<file path="src/rtl/serial_addsub.sv">
// serial_addsub: bit-serial two's-complement adder/subtractor.
// One operand bit pair is processed per clock, LSB first, so an operation
// takes WIDTH cycles in ADD plus one DONE cycle that presents the result.
// Subtraction is a + ~b + 1: b is inverted at capture and the carry
// starts at 1.
module serial_addsub #(
  parameter int WIDTH = 8
) (
  input  logic             clk,
  input  logic             rst,
  input  logic             start,
  input  logic             sub,
  input  logic [WIDTH-1:0] a,
  input  logic [WIDTH-1:0] b,
  output logic             busy,
  output logic             done,
  output logic [WIDTH-1:0] sum,
  output logic             cout,
  output logic             ovf
);

  // Bit counter wide enough to index 0..WIDTH-1; it stops at LAST and
  // never wraps inside an operation.
  localparam int             CW   = (WIDTH > 1) ? $clog2(WIDTH) : 1;
  localparam logic [CW-1:0]  LAST = CW'(WIDTH - 1);

  typedef enum logic [1:0] {
    S_IDLE,
    S_ADD,
    S_DONE
  } state_t;

  state_t           r_state;
  state_t           w_state_next;

  logic [WIDTH-1:0] r_a;
  logic [WIDTH-1:0] r_b;
  logic [WIDTH-1:0] r_sum;
  logic             r_carry;
  logic             r_cout;
  logic             r_ovf;
  logic [CW-1:0]    r_count;

  logic             w_accept;
  logic             w_bit;
  logic             w_carry_out;
  logic             w_last;

  // Full adder on the current LSBs of the shifting operand registers.
  assign w_bit       = r_a[0] ^ r_b[0] ^ r_carry;
  assign w_carry_out = (r_a[0] & r_b[0]) | (r_a[0] & r_carry) | (r_b[0] & r_carry);
  assign w_last      = (r_count == LAST);

  // start is only honoured in IDLE, so requests while busy are dropped.
  assign w_accept    = (r_state == S_IDLE) && start;

  // State register.
  // NOTE: clocked state uses non-blocking (<=) so every flop samples the
  // pre-edge values; blocking here would create order-dependent races.
  always_ff @(posedge clk or posedge rst) begin
    if (rst) begin
      r_state <= S_IDLE;
    end else begin
      r_state <= w_state_next;
    end
  end

  // Next-state decode plus the Moore outputs busy and done.
  // NOTE: every output of this block gets a default first, so no path
  // leaves a signal unassigned and no latch is inferred.
  always_comb begin
    w_state_next = r_state;
    busy         = 1'b0;
    done         = 1'b0;
    case (r_state)
      S_IDLE: begin
        if (start) w_state_next = S_ADD;
      end
      S_ADD: begin
        busy = 1'b1;
        if (w_last) w_state_next = S_DONE;
      end
      S_DONE: begin
        busy         = 1'b1;
        done         = 1'b1;
        w_state_next = S_IDLE;
      end
      default: begin
        w_state_next = S_IDLE;
      end
    endcase
  end

  // Operand capture on accept, then one bit per ADD cycle; the result
  // registers are left untouched in DONE and IDLE so they hold until the
  // next accepted start.
  always_ff @(posedge clk or posedge rst) begin
    if (rst) begin
      r_a     <= '0;
      r_b     <= '0;
      r_sum   <= '0;
      r_carry <= 1'b0;
      r_cout  <= 1'b0;
      r_ovf   <= 1'b0;
      r_count <= '0;
    end else if (w_accept) begin
      r_a     <= a;
      r_b     <= sub ? ~b : b;
      r_carry <= sub;
      r_count <= '0;
      r_sum   <= '0;
      r_cout  <= 1'b0;
      r_ovf   <= 1'b0;
    end else if (r_state == S_ADD) begin
      r_sum   <= {w_bit, r_sum[WIDTH-1:1]};
      r_a     <= r_a >> 1;
      r_b     <= r_b >> 1;
      r_carry <= w_carry_out;
      if (w_last) begin
        // MSB cycle: r_carry is the carry into the MSB, w_carry_out the
        // carry out of it; their disagreement is signed overflow.
        r_cout <= w_carry_out;
        r_ovf  <= r_carry ^ w_carry_out;
      end else begin
        r_count <= r_count + 1'b1;
      end
    end
  end

  assign sum  = r_sum;
  assign cout = r_cout;
  assign ovf  = r_ovf;

endmodule

</file>
<file path="config.mk">
export PLATFORM = sky130hd
export DESIGN_NAME = serial_addsub
export DESIGN_NICKNAME = d
export VERILOG_FILES = /design/src/rtl/serial_addsub.sv
export SDC_FILE = /design/constraint.sdc
export NUM_CORES = 1
export LEC_CHECK = 0
export CAP_MARGIN = 25
export CELL_PAD_IN_SITES_DETAIL_PLACEMENT = 0
export CELL_PAD_IN_SITES_GLOBAL_PLACEMENT = 1
export CORE_ASPECT_RATIO = 1.1
export CORE_MARGIN = 1
export CORE_UTILIZATION = 40
export DETAILED_ROUTE_END_ITERATION = 6
export PLACE_DENSITY = 0.8
export SYNTH_ARGS = -nofsm -noshare
export SYNTH_HDL_FRONTEND = slang
export SYNTH_SLANG_ARGS = --single-unit
</file>
<file path="constraint.sdc">
create_clock -name clk -period 1.65 [get_ports clk]
set_input_delay 0.2475 -clock clk [delete_from_list [all_inputs] [get_ports clk]]
set_output_delay 0.2475 -clock clk [all_outputs]
set_load 0.05 [all_outputs]
</file>
## Word-level counts from Yosys, hierarchy flattened

Cells that the tools add are included.

| word-level totals | value |
|---|---|
| register bits after elaboration | 32 |
| input bits | 20 |
| output and inout bits | 12 |
| logic and storage cells | 55 |

| operators by class | value |
|---|---|
| add/subtract/negate cells | 1 |
| equality and inequality tests | 6 |
| mux-type cells | 23 |
| bitwise logic cells | 9 |
| reductions and logical operators | 8 |

Operators with widths:

| operator | count |
|---|---|
| $mux W8 | 7 |
| $mux W1 | 10 |
| $mux W3 | 3 |
| $not A8 Y8 | 1 |
| $ne A2 B2 Y1 const B | 3 |
| $reduce_and A2 Y1 | 3 |
| $mux W2 | 2 |
| $pmux W2 S2 | 1 |
| $reduce_bool A2 Y1 | 2 |
| $add A3 B1 Y3 const B | 1 |
| $and A1 B1 Y1 | 3 |
| $eq A3 B3 Y1 const B | 1 |
| $xor A1 B1 Y1 | 3 |
| $eq A2 B1 Y1 const B | 1 |
| $eq A2 B2 Y1 const B | 1 |
| $logic_not A2 Y1 | 1 |
| $or A1 B1 Y1 | 2 |
| $reduce_or A2 Y1 | 1 |
| $logic_and A1 B1 Y1 | 1 |

## Longest topological paths before layout

| depth | value |
|---|---|
| depth in word-level cells | 7 |
| gate-level depth with buffers | 7 |
| mapped depth without buffers | 5 |

## Worst setup path after synthesis

No wires, ideal clock.

| timing path | value |
|---|---|
| kind | register to register |
| from | register r_count[0] |
| to | register r_state[0] |
| library setup time | 0.128 ns |
| data arrival time | 1.321 ns |
| data required time | 1.522 ns |
| slack | 0.201 ns |
| stages on the path, launching flop included | 6 |
| buffers on the path | 0 |
| clock period less this slack | 1.449 ns |
| cells stage by stage | dfrtp_1 ha_1 ha_1 nor2b_4 a21oi_2 mux2_1 |

| between the ends | value |
|---|---|
| cells in the longest elaborated chain, start to end | 3 |

RTL lines:

| what | line | source |
|---|---|---|
| from (decl) | 42 | `logic [CW-1:0] r_count;` |
| from (signal assigned) | 125 | `r_count <= r_count + 1'b1;` |
| $eq A3 B3 Y1 | 52 | `assign w_last = (r_count == LAST);` |
| $ne A2 B2 Y1 (no line) | n/a |  |
| $reduce_and A2 Y1 (no line) | n/a |  |
| to (signal assigned) | 64 | `r_state <= w_state_next;` |
| to (decl) | 33 | `state_t r_state;` |

Every way passes these cells.
A chain may end at the register's enable or synchronous reset.

## Worst setup path in the final report

Same ends and word-level chain as after synthesis.

==> impl_metrics.prom <==
# TYPE chip_impl_metric gauge
chip_impl_info{name="status",value="finished clean"} 1
chip_impl_metric{name="timing.setup.tns",unit="ns"} 0
chip_impl_metric{name="routed_wirelength",unit="mm"} 2.90
chip_impl_metric{name="grt_antenna_before_repair",unit=""} 0
chip_impl_metric{name="cts_setup_buffers",unit=""} 0
chip_impl_metric{name="final_max_slew_viol_count",unit=""} 0
chip_impl_metric{name="total_of_flip_flops_plus_latches_after_synthesis",unit=""} 32
chip_impl_info{name="hold_class",value="input port to async pin"} 1
chip_impl_metric{name="die_h",unit="um"} 69.4
chip_impl_metric{name="grt_max_degree",unit=""} 33
chip_impl_metric{name="finish.instance_area",unit="mm2"} 0.00210
chip_impl_metric{name="dr.first_iter.drc_count",unit=""} 31
chip_impl_metric{name="vias_per_cell",unit=""} 4.79
chip_impl_metric{name="htreeDepth",unit=""} 2
chip_impl_metric{name="gr-total-overflow",unit=""} 0
chip_impl_metric{name="drcViolationCount",unit=""} 0
chip_impl_metric{name="finalWeightedCongestion",unit=""} 0.732
chip_impl_info{name="clock-root-buffer",value="sky130_fd_sc_hd__clkbuf_8"} 1
chip_impl_metric{name="ant_nets",unit=""} 0
chip_impl_metric{name="design.final.nets",unit=""} 209
chip_impl_metric{name="fp.dieW",unit="um"} 63.2
chip_impl_metric{name="relSlewSlack",unit="%"} 67.3
chip_impl_metric{name="die_area",unit="mm2"} 0.00439
chip_impl_metric{name="worst_clock_skew",unit="ns"} 0.00471
chip_impl_metric{name="fillers",unit=""} 383
chip_impl_metric{name="placement.cell_area",unit="mm2"} 0.00197
chip_impl_metric{name="buffer_ports.inserted",unit=""} 31
chip_impl_metric{name="cts_made_buffers",unit=""} 5
chip_impl_metric{name="final_min_period_over_clock_period",unit="%"} 93.7
chip_impl_metric{name="firstDrtPassIters",unit=""} 4
chip_impl_metric{name="avgRoutedWirePerCell",unit="um"} 12.4
chip_impl_metric{name="synth-seq-area-share",unit="%"} 48.5
chip_impl_info{name="crit_type",value="register to register"} 1
chip_impl_info{name="cts_tree",value="built"} 1
chip_impl_metric{name="i_o_pin_cnt",unit=""} 32
chip_impl_metric{name="syn_to_final_growth",unit="%"} 27.2
chip_impl_metric{name="clock_transition_at_the_registers_of_the_reported_paths",unit="ns"} 0.07
chip_impl_metric{name="rows",unit=""} 24
chip_impl_info{name="commonest_non_fill_non_tap_cell_in_the_layout",value="sky130_fd_sc_hd__dfrtp_1"} 1
chip_impl_metric{name="finalWorstSetupSlack",unit="ns"} 0.104
chip_impl_metric{name="core-area",unit="mm2"} 0.00396
chip_impl_metric{name="grt_first_pass_wirelength",unit="mm"} 5.14
chip_impl_metric{name="worst-slew-pin-transition",unit="ns"} 0.489
chip_impl_info{name="cp-end-kind",value="register"} 1
chip_impl_metric{name="share_of_post_route_cells_with_drive_strength_above_1",unit="%"} 15.4
chip_impl_metric{name="power_per_standard_cell_area",unit="mW/mm2"} 1900
chip_impl_metric{name="cts.hold.buffers_added",unit=""} 0
chip_impl_metric{name="detailedPlacementHpwl",unit="mm"} 2.07
chip_impl_metric{name="cts_buffer_depth",unit=""} 2
chip_impl_metric{name="syn-cell-area",unit="mm2"} 0.00165
chip_impl_metric{name="post_synth_num_cell_types",unit=""} 22
chip_impl_metric{name="cts_repair_resize_count",unit=""} 0
chip_impl_info{name="most-common-layout-cells",value="32 x sky130_fd_sc_hd__dfrtp_1, 25 x sky130_fd_sc_hd__mux2i_1, 20 x sky130_fd_sc_hd__nand2_1"} 1
chip_impl_metric{name="syn-num-nets",unit=""} 175
chip_impl_metric{name="grt_use_total",unit="%"} 15.1
chip_impl_metric{name="dr_total_vias",unit=""} 1120
chip_impl_metric{name="final-hold-violation-count",unit=""} 0
chip_impl_metric{name="worst_ep_required_time",unit="ns"} 1.81
chip_impl_metric{name="worst_path_max_fanout",unit=""} 4
chip_impl_info{name="type_of_origin_of_the_critical_path",value="register"} 1
chip_impl_metric{name="peakVddDrop",unit="mV"} 0.965
chip_impl_metric{name="worst_hold_slack",unit="ns"} 0.343
chip_impl_info{name="rsz0062_at_grt",value="false"} 1
chip_impl_metric{name="timing.critical_path.arrival",unit="ns"} 1.71
chip_impl_metric{name="synthCells",unit=""} 147
chip_impl_metric{name="grt_pass1_vias",unit=""} 1172
chip_impl_metric{name="leakagePower",unit="uW"} 0.000988
chip_impl_metric{name="number_of_warnings_reported_in_the_yosys_synthesis_log",unit=""} 0
chip_impl_metric{name="layout_min_cycle_time",unit="ns"} 1.55
chip_impl_metric{name="num_antenna_cells",unit=""} 0
chip_impl_metric{name="clkLatencyLatePin",unit="ns"} 0.28
chip_impl_metric{name="timing.fmax",unit="GHz"} 0.647
chip_impl_metric{name="postSynthAreaPerCell",unit="um2"} 11.2
chip_impl_metric{name="finalSetupViolCount",unit=""} 0
chip_impl_metric{name="initial_core_util",unit="%"} 41.6
chip_impl_metric{name="max-cap-violations",unit=""} 0
chip_impl_metric{name="cts.sink_count",unit=""} 32
chip_impl_metric{name="totalPowerFinal",unit="uW"} 3990
chip_impl_metric{name="place_ws",unit="ns"} 0.111
==> per-layer routing <==
| metal | vias to the layer above | GRT usage [%] | routed length (um) |
|---|---|---|---|
| met5 | - | 0 | 0 |
| met4 | 0 | 6.82 | 44 |
| met3 | 5 | 3.62 | 117 |
| met2 | 22 | 26.0 | 1470 |
| met1 | 542 | 17.7 | 1260 |
| li1 | 551 | - | - |
==> state kept, by name, indices dropped and copies added (netlist names) <==
register / flops
r_a: 8
sum: 8
r_count: 3
cout: 1
r_carry: 1
r_b: 8
ovf: 1
r_state: 2
==> final timing paths <==
check	start	endpoint	depth (start not counted)	slack (ns)
min in group clk	a[7]	r_a[7]	3	0.51
min	rst	sum[1]	3	0.34
min reg2reg	r_b[7]	r_b[7]	2	0.52
max in group asynchronous	rst	r_a[2]	3	1.02
max reg2reg	r_count[0]	r_state[0]	5	0.10
max	r_count[0]	r_state[0]	5	0.10
==> stage by stage <==
step	std cells	util, %
6_report	234	53.0
3_3_place_gp	226	49.8
5_1_grt	234	53.0
2_1_floorplan	147	-
3_5_place_dp	226	49.8
4_1_cts	234	53.0
==> power breakdown <==
group / internal [uW] / total (uW) / leakage [uW] / switching, uW
clock: 532 / 812 / 0.0000645 / 279
combinational: 840 / 1870 / 0.000510 / 1030
sequential: 1100 / 1300 / 0.000414 / 203
==> cell families (layout without fill, tap and decap cells) <==
group	count (synthesis)	count (layout)	share of synthesized area [%]
multiplexers	27	27	16.5
AND/OR/NAND/NOR	38	38	10.3
flip-flops	32	32	48.5
buffers and inverters	13	48	6.82
adder cells (fa/ha/maj)	8	8	6.52
AO/OA/AOI/OAI	19	19	5.99
XOR/XNOR	10	10	5.31
==> synthesized netlist by cell type <==
cell	n	share of area (%)
sky130_fd_sc_hd__nor3_2	1	0.61
sky130_fd_sc_hd__o21ai_0	5	1.5
sky130_fd_sc_hd__o21ai_1	11	3.3
sky130_fd_sc_hd__buf_2	2	0.61
sky130_fd_sc_hd__fa_1	1	1.2
sky130_fd_sc_hd__nand3b_1	2	0.91
sky130_fd_sc_hd__nand3_1	1	0.30
sky130_fd_sc_hd__xnor2_1	2	1.1
sky130_fd_sc_hd__and2_1	1	0.38
sky130_fd_sc_hd__a21oi_1	2	0.61
sky130_fd_sc_hd__buf_12	1	1.2
sky130_fd_sc_hd__xor2_1	8	4.2
sky130_fd_sc_hd__inv_1	4	0.91
sky130_fd_sc_hd__mux2i_1	25	15
sky130_fd_sc_hd__a21oi_2	1	0.53
sky130_fd_sc_hd__buf_6	6	4.1
sky130_fd_sc_hd__nor2_1	12	2.7
sky130_fd_sc_hd__ha_1	7	5.3
sky130_fd_sc_hd__mux2_1	2	1.4
sky130_fd_sc_hd__dfrtp_1	32	49
sky130_fd_sc_hd__nand2_1	20	4.5
sky130_fd_sc_hd__nor2b_4	1	0.83
==> area by class of cell <==
cell class	instances	area, um2	share of cell area [%]
multi-input cells	102	737	35.1
inverters	4	15.0	0.715
well taps	52	65.1	3.10
clock buffers	7	96.3	4.59
repair buffers	36	355	16.9
clock inverters	1	30.0	1.43
flip-flops and latches	32	801	38.1
==> critical path: stages, from the launching register on <==
cell                      delay (ns)
sky130_fd_sc_hd__dfrtp_1        0.40
sky130_fd_sc_hd__ha_1           0.21
sky130_fd_sc_hd__ha_1           0.25
sky130_fd_sc_hd__nor2b_4        0.20
sky130_fd_sc_hd__a21oi_2        0.06
sky130_fd_sc_hd__mux2_1         0.31
No activity file was read; power rests on OpenSTA's default activity.
